==> config.mk <==
export PLATFORM = sky130hd
export DESIGN_NAME = fifo_stream_reader
export DESIGN_NICKNAME = d
export VERILOG_FILES = /design/src/rtl/fifo_rd_pkg.sv /design/src/rtl/skid_buf2.sv /design/src/rtl/fifo_stream_reader.sv
export SDC_FILE = /design/constraint.sdc
export NUM_CORES = 1
export LEC_CHECK = 0
export CAP_MARGIN = 5
export CELL_PAD_IN_SITES_DETAIL_PLACEMENT = 0
export CELL_PAD_IN_SITES_GLOBAL_PLACEMENT = 1
export CORE_ASPECT_RATIO = 1.5
export CORE_MARGIN = 3
export CORE_UTILIZATION = 39
export CTS_BUF_LIST = sky130_fd_sc_hd__clkbuf_8 sky130_fd_sc_hd__clkbuf_16
export DETAILED_ROUTE_END_ITERATION = 10
export PLACE_DENSITY_LB_ADDON = 0.05
export SKIP_LAST_GASP = 1
export SLEW_MARGIN = 20
export SYNTH_ARGS = -nofsm -noshare
export SYNTH_HDL_FRONTEND = slang
export SYNTH_SLANG_ARGS = --single-unit
==> constraint.sdc <==
create_clock -name clk_i -period 3.4 [get_ports clk_i]
set_input_delay 0.85 -clock clk_i [delete_from_list [all_inputs] [get_ports clk_i]]
set_output_delay 0.85 -clock clk_i [all_outputs]
set_load 0.01 [all_outputs]
==> src/rtl/fifo_rd_pkg.sv <==
// Shared types and constants for the FIFO read-side stream blocks.
package fifo_rd_pkg;

  // Depth of the prefetch/skid buffer; two entries cover the one-cycle read latency.
  localparam int SKID_DEPTH = 2;

  // Occupancy has to represent 0..SKID_DEPTH inclusive.
  localparam int OCC_W = $clog2(SKID_DEPTH + 1);

  typedef logic [OCC_W-1:0] occ_t;

  // Valid/ready handshake pair, shared with future stream blocks.
  typedef struct packed {
    logic valid;
    logic ready;
  } stream_hs_t;

  // A word moves across the interface when both sides agree.
  function automatic logic hs_fire(input stream_hs_t hs);
    return hs.valid & hs.ready;
  endfunction

endpackage

==> src/rtl/skid_buf2.sv <==
// Two-entry ordered buffer. The head is always slot0, so the head value only
// changes when a pop happens or when a word is pushed into an empty buffer.
module skid_buf2
  import fifo_rd_pkg::*;
#(
  parameter int DATA_W = 8
) (
  input  logic              clk_i,
  input  logic              rst_n_i,
  input  logic              clear_i,
  input  logic              push_i,
  input  logic [DATA_W-1:0] push_data_i,
  input  logic              pop_i,
  output logic [DATA_W-1:0] head_o,
  output occ_t              occ_o
);

  logic [DATA_W-1:0] slot0_q;
  logic [DATA_W-1:0] slot1_q;
  occ_t              occ_q;
  logic              pop_ok;
  logic              push_ok;

  // Qualify requests so a stray pop on empty or push on full cannot corrupt order.
  always_comb begin
    pop_ok  = pop_i & (occ_q != '0);
    push_ok = push_i & ((occ_q != occ_t'(SKID_DEPTH)) | pop_ok);
  end

  // Slot and occupancy update; a simultaneous push and pop keeps occupancy
  // unchanged while the second slot slides forward and the new word lands behind it.
  always_ff @(posedge clk_i or negedge rst_n_i) begin
    if (!rst_n_i) begin
      slot0_q <= '0;
      slot1_q <= '0;
      occ_q   <= '0;
    end else if (clear_i) begin
      occ_q <= '0;
    end else begin
      case ({push_ok, pop_ok})
        2'b10: begin
          if (occ_q == '0) slot0_q <= push_data_i;
          else             slot1_q <= push_data_i;
          occ_q <= occ_q + occ_t'(1);
        end
        2'b01: begin
          slot0_q <= slot1_q;
          occ_q   <= occ_q - occ_t'(1);
        end
        2'b11: begin
          if (occ_q == occ_t'(1)) begin
            slot0_q <= push_data_i;
          end else begin
            slot0_q <= slot1_q;
            slot1_q <= push_data_i;
          end
        end
        default: ;
      endcase
    end
  end

  assign head_o = slot0_q;
  assign occ_o  = occ_q;

endmodule

==> src/rtl/fifo_stream_reader.sv <==
// Drains a FIFO read port with one-cycle registered latency and presents the
// words as a valid/ready stream, sustaining one word per clock.
module fifo_stream_reader
  import fifo_rd_pkg::*;
#(
  parameter int DATA_W = 8,
  parameter int CNT_W  = 16
) (
  input  logic              clk_i,
  input  logic              rst_n_i,
  output logic              fifo_re_o,
  input  logic [DATA_W-1:0] fifo_data_i,
  input  logic              fifo_avail_i,
  input  logic              flush_i,
  output logic [DATA_W-1:0] data_o,
  output logic              valid_o,
  input  logic              ready_i,
  output logic [CNT_W-1:0]  cnt_o,
  output logic              busy_o
);

  logic              run_q;
  logic              inflt_q;
  logic              drop_q;
  logic [CNT_W-1:0]  cnt_q;
  occ_t              occ;
  logic [DATA_W-1:0] head;
  stream_hs_t        hs;
  logic              pop;
  logic [OCC_W:0]    level;
  logic              issue;
  logic              capture;

  // Handshake, projected occupancy after this cycle, and the read-issue decision.
  // run_q keeps reads off while reset is asserted and for the first cycle after
  // release, so the FIFO is never drained into a buffer that is being cleared.
  always_comb begin
    hs.valid = (occ != '0);
    hs.ready = ready_i;
    pop      = hs_fire(hs);
    level    = {1'b0, occ} + {{OCC_W{1'b0}}, inflt_q} - {{OCC_W{1'b0}}, pop};
    issue    = run_q & fifo_avail_i & ~flush_i & (level < (OCC_W+1)'(SKID_DEPTH));
    capture  = inflt_q & ~drop_q & ~flush_i;
  end

  skid_buf2 #(
    .DATA_W (DATA_W)
  ) u_skid (
    .clk_i       (clk_i),
    .rst_n_i     (rst_n_i),
    .clear_i     (flush_i),
    .push_i      (capture),
    .push_data_i (fifo_data_i),
    .pop_i       (pop),
    .head_o      (head),
    .occ_o       (occ)
  );

  // In-flight tracking; drop_q marks a word that was already requested when a
  // flush hit, so it is thrown away rather than captured.
  always_ff @(posedge clk_i or negedge rst_n_i) begin
    if (!rst_n_i) begin
      run_q   <= 1'b0;
      inflt_q <= 1'b0;
      drop_q  <= 1'b0;
    end else begin
      run_q   <= 1'b1;
      inflt_q <= issue;
      drop_q  <= flush_i & inflt_q;
    end
  end

  // Delivered-word counter; flush clears it and a pop in the flush cycle is not counted.
  always_ff @(posedge clk_i or negedge rst_n_i) begin
    if (!rst_n_i) begin
      cnt_q <= '0;
    end else if (flush_i) begin
      cnt_q <= '0;
    end else if (pop) begin
      cnt_q <= cnt_q + CNT_W'(1);
    end
  end

  assign fifo_re_o = issue;
  assign data_o    = head;
  assign valid_o   = hs.valid;
  assign cnt_o     = cnt_q;
  assign busy_o    = (occ != '0) | inflt_q;

endmodule
==> impl_results.md <==
* Setup repair after global routing missed its margin: no
* Height of the die at 90.5 um
* Post-place instance area at 2350 um^2
* Number of placement rows at 30
* Cell taking the most area after synthesis: sky130_fd_sc_hd__dfrtp_1
* Placer Congestion at 0.786
* Antenna violations before repair at 0
* Clock latency on the worst-skew pair at just under 300 ps
* Net count after synthesis at around 190
* Type of element capturing the critical path: output port
* Number of sinks handled by clock tree synthesis at 37
* Iter 0 DRT Violations at 71
* Total setup violations reported at the end of the flow at 0
* Filler cells at roughly 450
* Share of post-route cells with drive strength above 1 at 0.188
* Portion of the post-synthesis area used by sequential elements at 0.498
* Via/cell ratio at slightly above 5
* Total vias in the final route at 1443
* Post-synth EDFFs at 0
* HP Start: u_skid.slot1_q[1]
* Clock tree from TritonCTS: done
* Number of DRC violations after detailed routing at 0
* Final period demand of the worst path at roughly 3300 ps
* First-pass iteration count of the detailed router at 4
* Critical register-to-register path endpoint: inflt_q
* Category of the worst setup path launch point: flop
* Die footprint at 5650 um^2
* Prevailing post-synth register cell: sky130_fd_sc_hd__dfrtp_1
* Number of inserted diodes at 0
* Maximum operating frequency at ~0.3 GHz
* Remaining global-route overflow at 0
* Class of the worst hold path: reg2reg
* Wire length of the first global-routing pass at between 7000 and 8000 um
* CP Data Required Time at roughly 2600 ps
* Worst R2R Path Depth at 10
* Largest cells by area after synthesis: sky130_fd_sc_hd__dfrtp_1, sky130_fd_sc_hd__nor2_1, sky130_fd_sc_hd__mux2i_1
* Total CTS buffers at 5
* Hold path endpoint: u_skid.slot1_q[1]
* Normalized max-slew margin at 0.442
* Gate Count Post-Synth at 170
* Via count of the first global-routing pass at around 1600
* Cell area after layout at around 2500 um^2
* Number of placed instances with taps included at about 270
* Run status: finished clean
* Least-Margin Pin Slew at 837 ps
* Arrival @ worst endpoint at around 2400 ps
* Final hold viol count at 0
* Number of different library cells in the post-synthesis netlist at 40
* Estimated wirelength of the detail-placed design at 2940 um
* Longest Clk Path Bufs at 2
* Total area of sequential cells at between 900 and 1000 um^2
* Final worst clock skew at 8.38 ps
* Combined area of the multi-input logic cells at 901 um^2
* Cts-stage hold buffer count at 0
* Post-synthesis register bit count at 37
* Core area at between 4000 and 5000 um^2
* Clock-pin slew reported for the worst setup and hold paths after clock tree synthesis at 70 ps
* Ports at 40
* Final worst-path cycle share at 0.959
* Power density over the cells at 665 nW/um^2
* Count of synthesis-stage warnings from yosys at 0
* Max rail drop VDD at just under 0.0004 V
* Floorplan die width at 62.4 um
* Count of nets left with antenna violations after detail routing at 0
* Layout overhead on the synthesized area at 32.7%
* Hold path depth at 1
* Total global-route track usage at 0.160
* Most common cell in the synthesized netlist: sky130_fd_sc_hd__dfrtp_1
* Root buffer selected by CTS: sky130_fd_sc_hd__clkbuf_8
* Reg2reg start: u_skid.occ_o[1]
* CP Class: reg2out
* Async S/R FF share, synth at 1.00
* Register-to-register path setup slack at ~1200 ps
* Max-capacitance violation count at 0
* Synth top area share at 0.498
* Critical-path maximum fanout at 2
* Cell leakage power at around 1.1 nW
* Total of buffers placed on input and output ports at 39
* Final count of pins violating max slew at 0
* Mean Syn Cell Area at approximately 11 um^2
* Count of H-tree levels built during CTS at 2
* Leading post-synthesis cells by instance count: sky130_fd_sc_hd__dfrtp_1, sky130_fd_sc_hd__nor2_1, sky130_fd_sc_hd__a21oi_1, sky130_fd_sc_hd__mux2i_1
* Maximum number of pins on one net before global-route repair at 38
* Wire length per cell at 14.4 um
* Count of placed standard cells in the final layout, fillers left out at between 200 and 300
* Initial Util at 0.406
* Hold slack at 510 ps
* Total routed wirelength at slightly above 4000 um
* Mapped Area at about 1900 um^2
* Final nets at 237
-- cells by family (layout without fill, tap and decap cells) --
logic type               Yosys count  after routing  synth area share
flip-flops                        37             37             0.498
AND/OR/NAND/NOR                   64             64             0.197
buffers and inverters             11             59            0.0263
XOR/XNOR                          13             13            0.0613
AO/OA/AOI/OAI                     21             21            0.0734
adder cells (fa/ha/maj)            6              6            0.0444
other                              1              1           0.00202
multiplexers                      17             17            0.0970
-- stage by stage --
step / TNS [ps] / util / total power [mW] / setup slack [ps]
floorplan: 0 / - / 0.969 / 221
global placement: -548 / 0.512 / 1.24 / -548
detailed placement: -604 / 0.512 / 1.27 / -604
CTS: 0 / 0.535 / 1.64 / 29.8
global route: 0 / 0.538 / 1.75 / 3.54
finish: 0 / 0.538 / 1.64 / 139
-- per-layer routing --
| layer | vias up | global-route usage | share of wire |
|---|---|---|---|
| met2 | 38 | 0.299 | 0.55 |
| met1 | 713 | 0.172 | 0.40 |
| met5 | - | 0 | 0 |
| met4 | 0 | 0.0608 | 0.017 |
| li1 | 686 | - | - |
| met3 | 6 | 0.0361 | 0.040 |
-- where the power goes --
part | leakage [nW] | internal, mW | total (mW) | switching [mW]
Sequential | 0.485 | 0.537 | 0.595 | 0.0579
Clock | 0.0540 | 0.213 | 0.366 | 0.153
Combinational | 0.519 | 0.361 | 0.677 | 0.316
Total | 1.06 | 1.11 | 1.64 | 0.527
-- timing repair --
| item | CTS | global route |
|---|---|---|
| gates resized for setup | 6 | 5 |
| endpoints found under the setup margin | 1 | 1 |
| cloned | 0 | 0 |
| buffers inserted | 0 | 1 |
| pin swaps | 1 | 3 |
-- critical path: stages, from the launching register on --
cell and delay (ps):
sky130_fd_sc_hd__dfrtp_1 390, sky130_fd_sc_hd__inv_1 90, sky130_fd_sc_hd__ha_1 170, sky130_fd_sc_hd__nand2b_4 130, sky130_fd_sc_hd__inv_2 30, sky130_fd_sc_hd__ha_1 260
sky130_fd_sc_hd__nand2b_4 150, sky130_fd_sc_hd__fa_1 540, sky130_fd_sc_hd__nand4_1 110, sky130_fd_sc_hd__nor2_2 140, sky130_fd_sc_hd__buf_2 140
-- state kept, by name (all words and copies together), names as in the netlist --
signal and count:
cnt_o 16, u_skid.head_o 8, u_skid.slot1_q 8, u_skid.occ_o 2, drop_q 1, inflt_q 1
run_q 1
-- worst max path at each step --
stage	start	end	slack, ps	depth (start not counted)
final	u_skid.occ_o[1]	fifo_re_o	140	10
after global routing	u_skid.occ_o[1]	fifo_re_o	4	10
after CTS	ready_i	fifo_re_o	30	9
after detailed placement	ready_i	fifo_re_o	-600	9
after global placement	ready_i	fifo_re_o	-550	9
after floorplan	ready_i	fifo_re_o	220	8
-- layout by cell type (no fill, tap or decap), drive strengths merged, types with 2 or more instances in the layout --
| master | count |
|---|---|
| dfrtp | 37 |
| clkdlybuf4s50 | 36 |
| nor2 | 25 |
| a21oi | 13 |
| buf | 10 |
| mux2i | 9 |
| nand4 | 9 |
| xor2 | 8 |
| mux2 | 8 |
| nand2 | 6 |
| clkbuf | 6 |
| xnor2 | 5 |
| ha | 5 |
| inv | 5 |
| nand3 | 4 |
| o21ai | 3 |
| nor3 | 3 |
| nand2b | 3 |
| and4 | 2 |
| o31ai | 2 |
| or4 | 2 |
| nor3b | 2 |
-- cell type report --
class                   instances  share of cell area
flip-flops and latches         37               0.376
multi-input cells             122               0.365
repair buffers                 47               0.177
well taps                      64              0.0325
clock buffers                   5              0.0279
clock inverters                 2              0.0142
inverters                       5             0.00761
(Power assumes the default switching activity.)
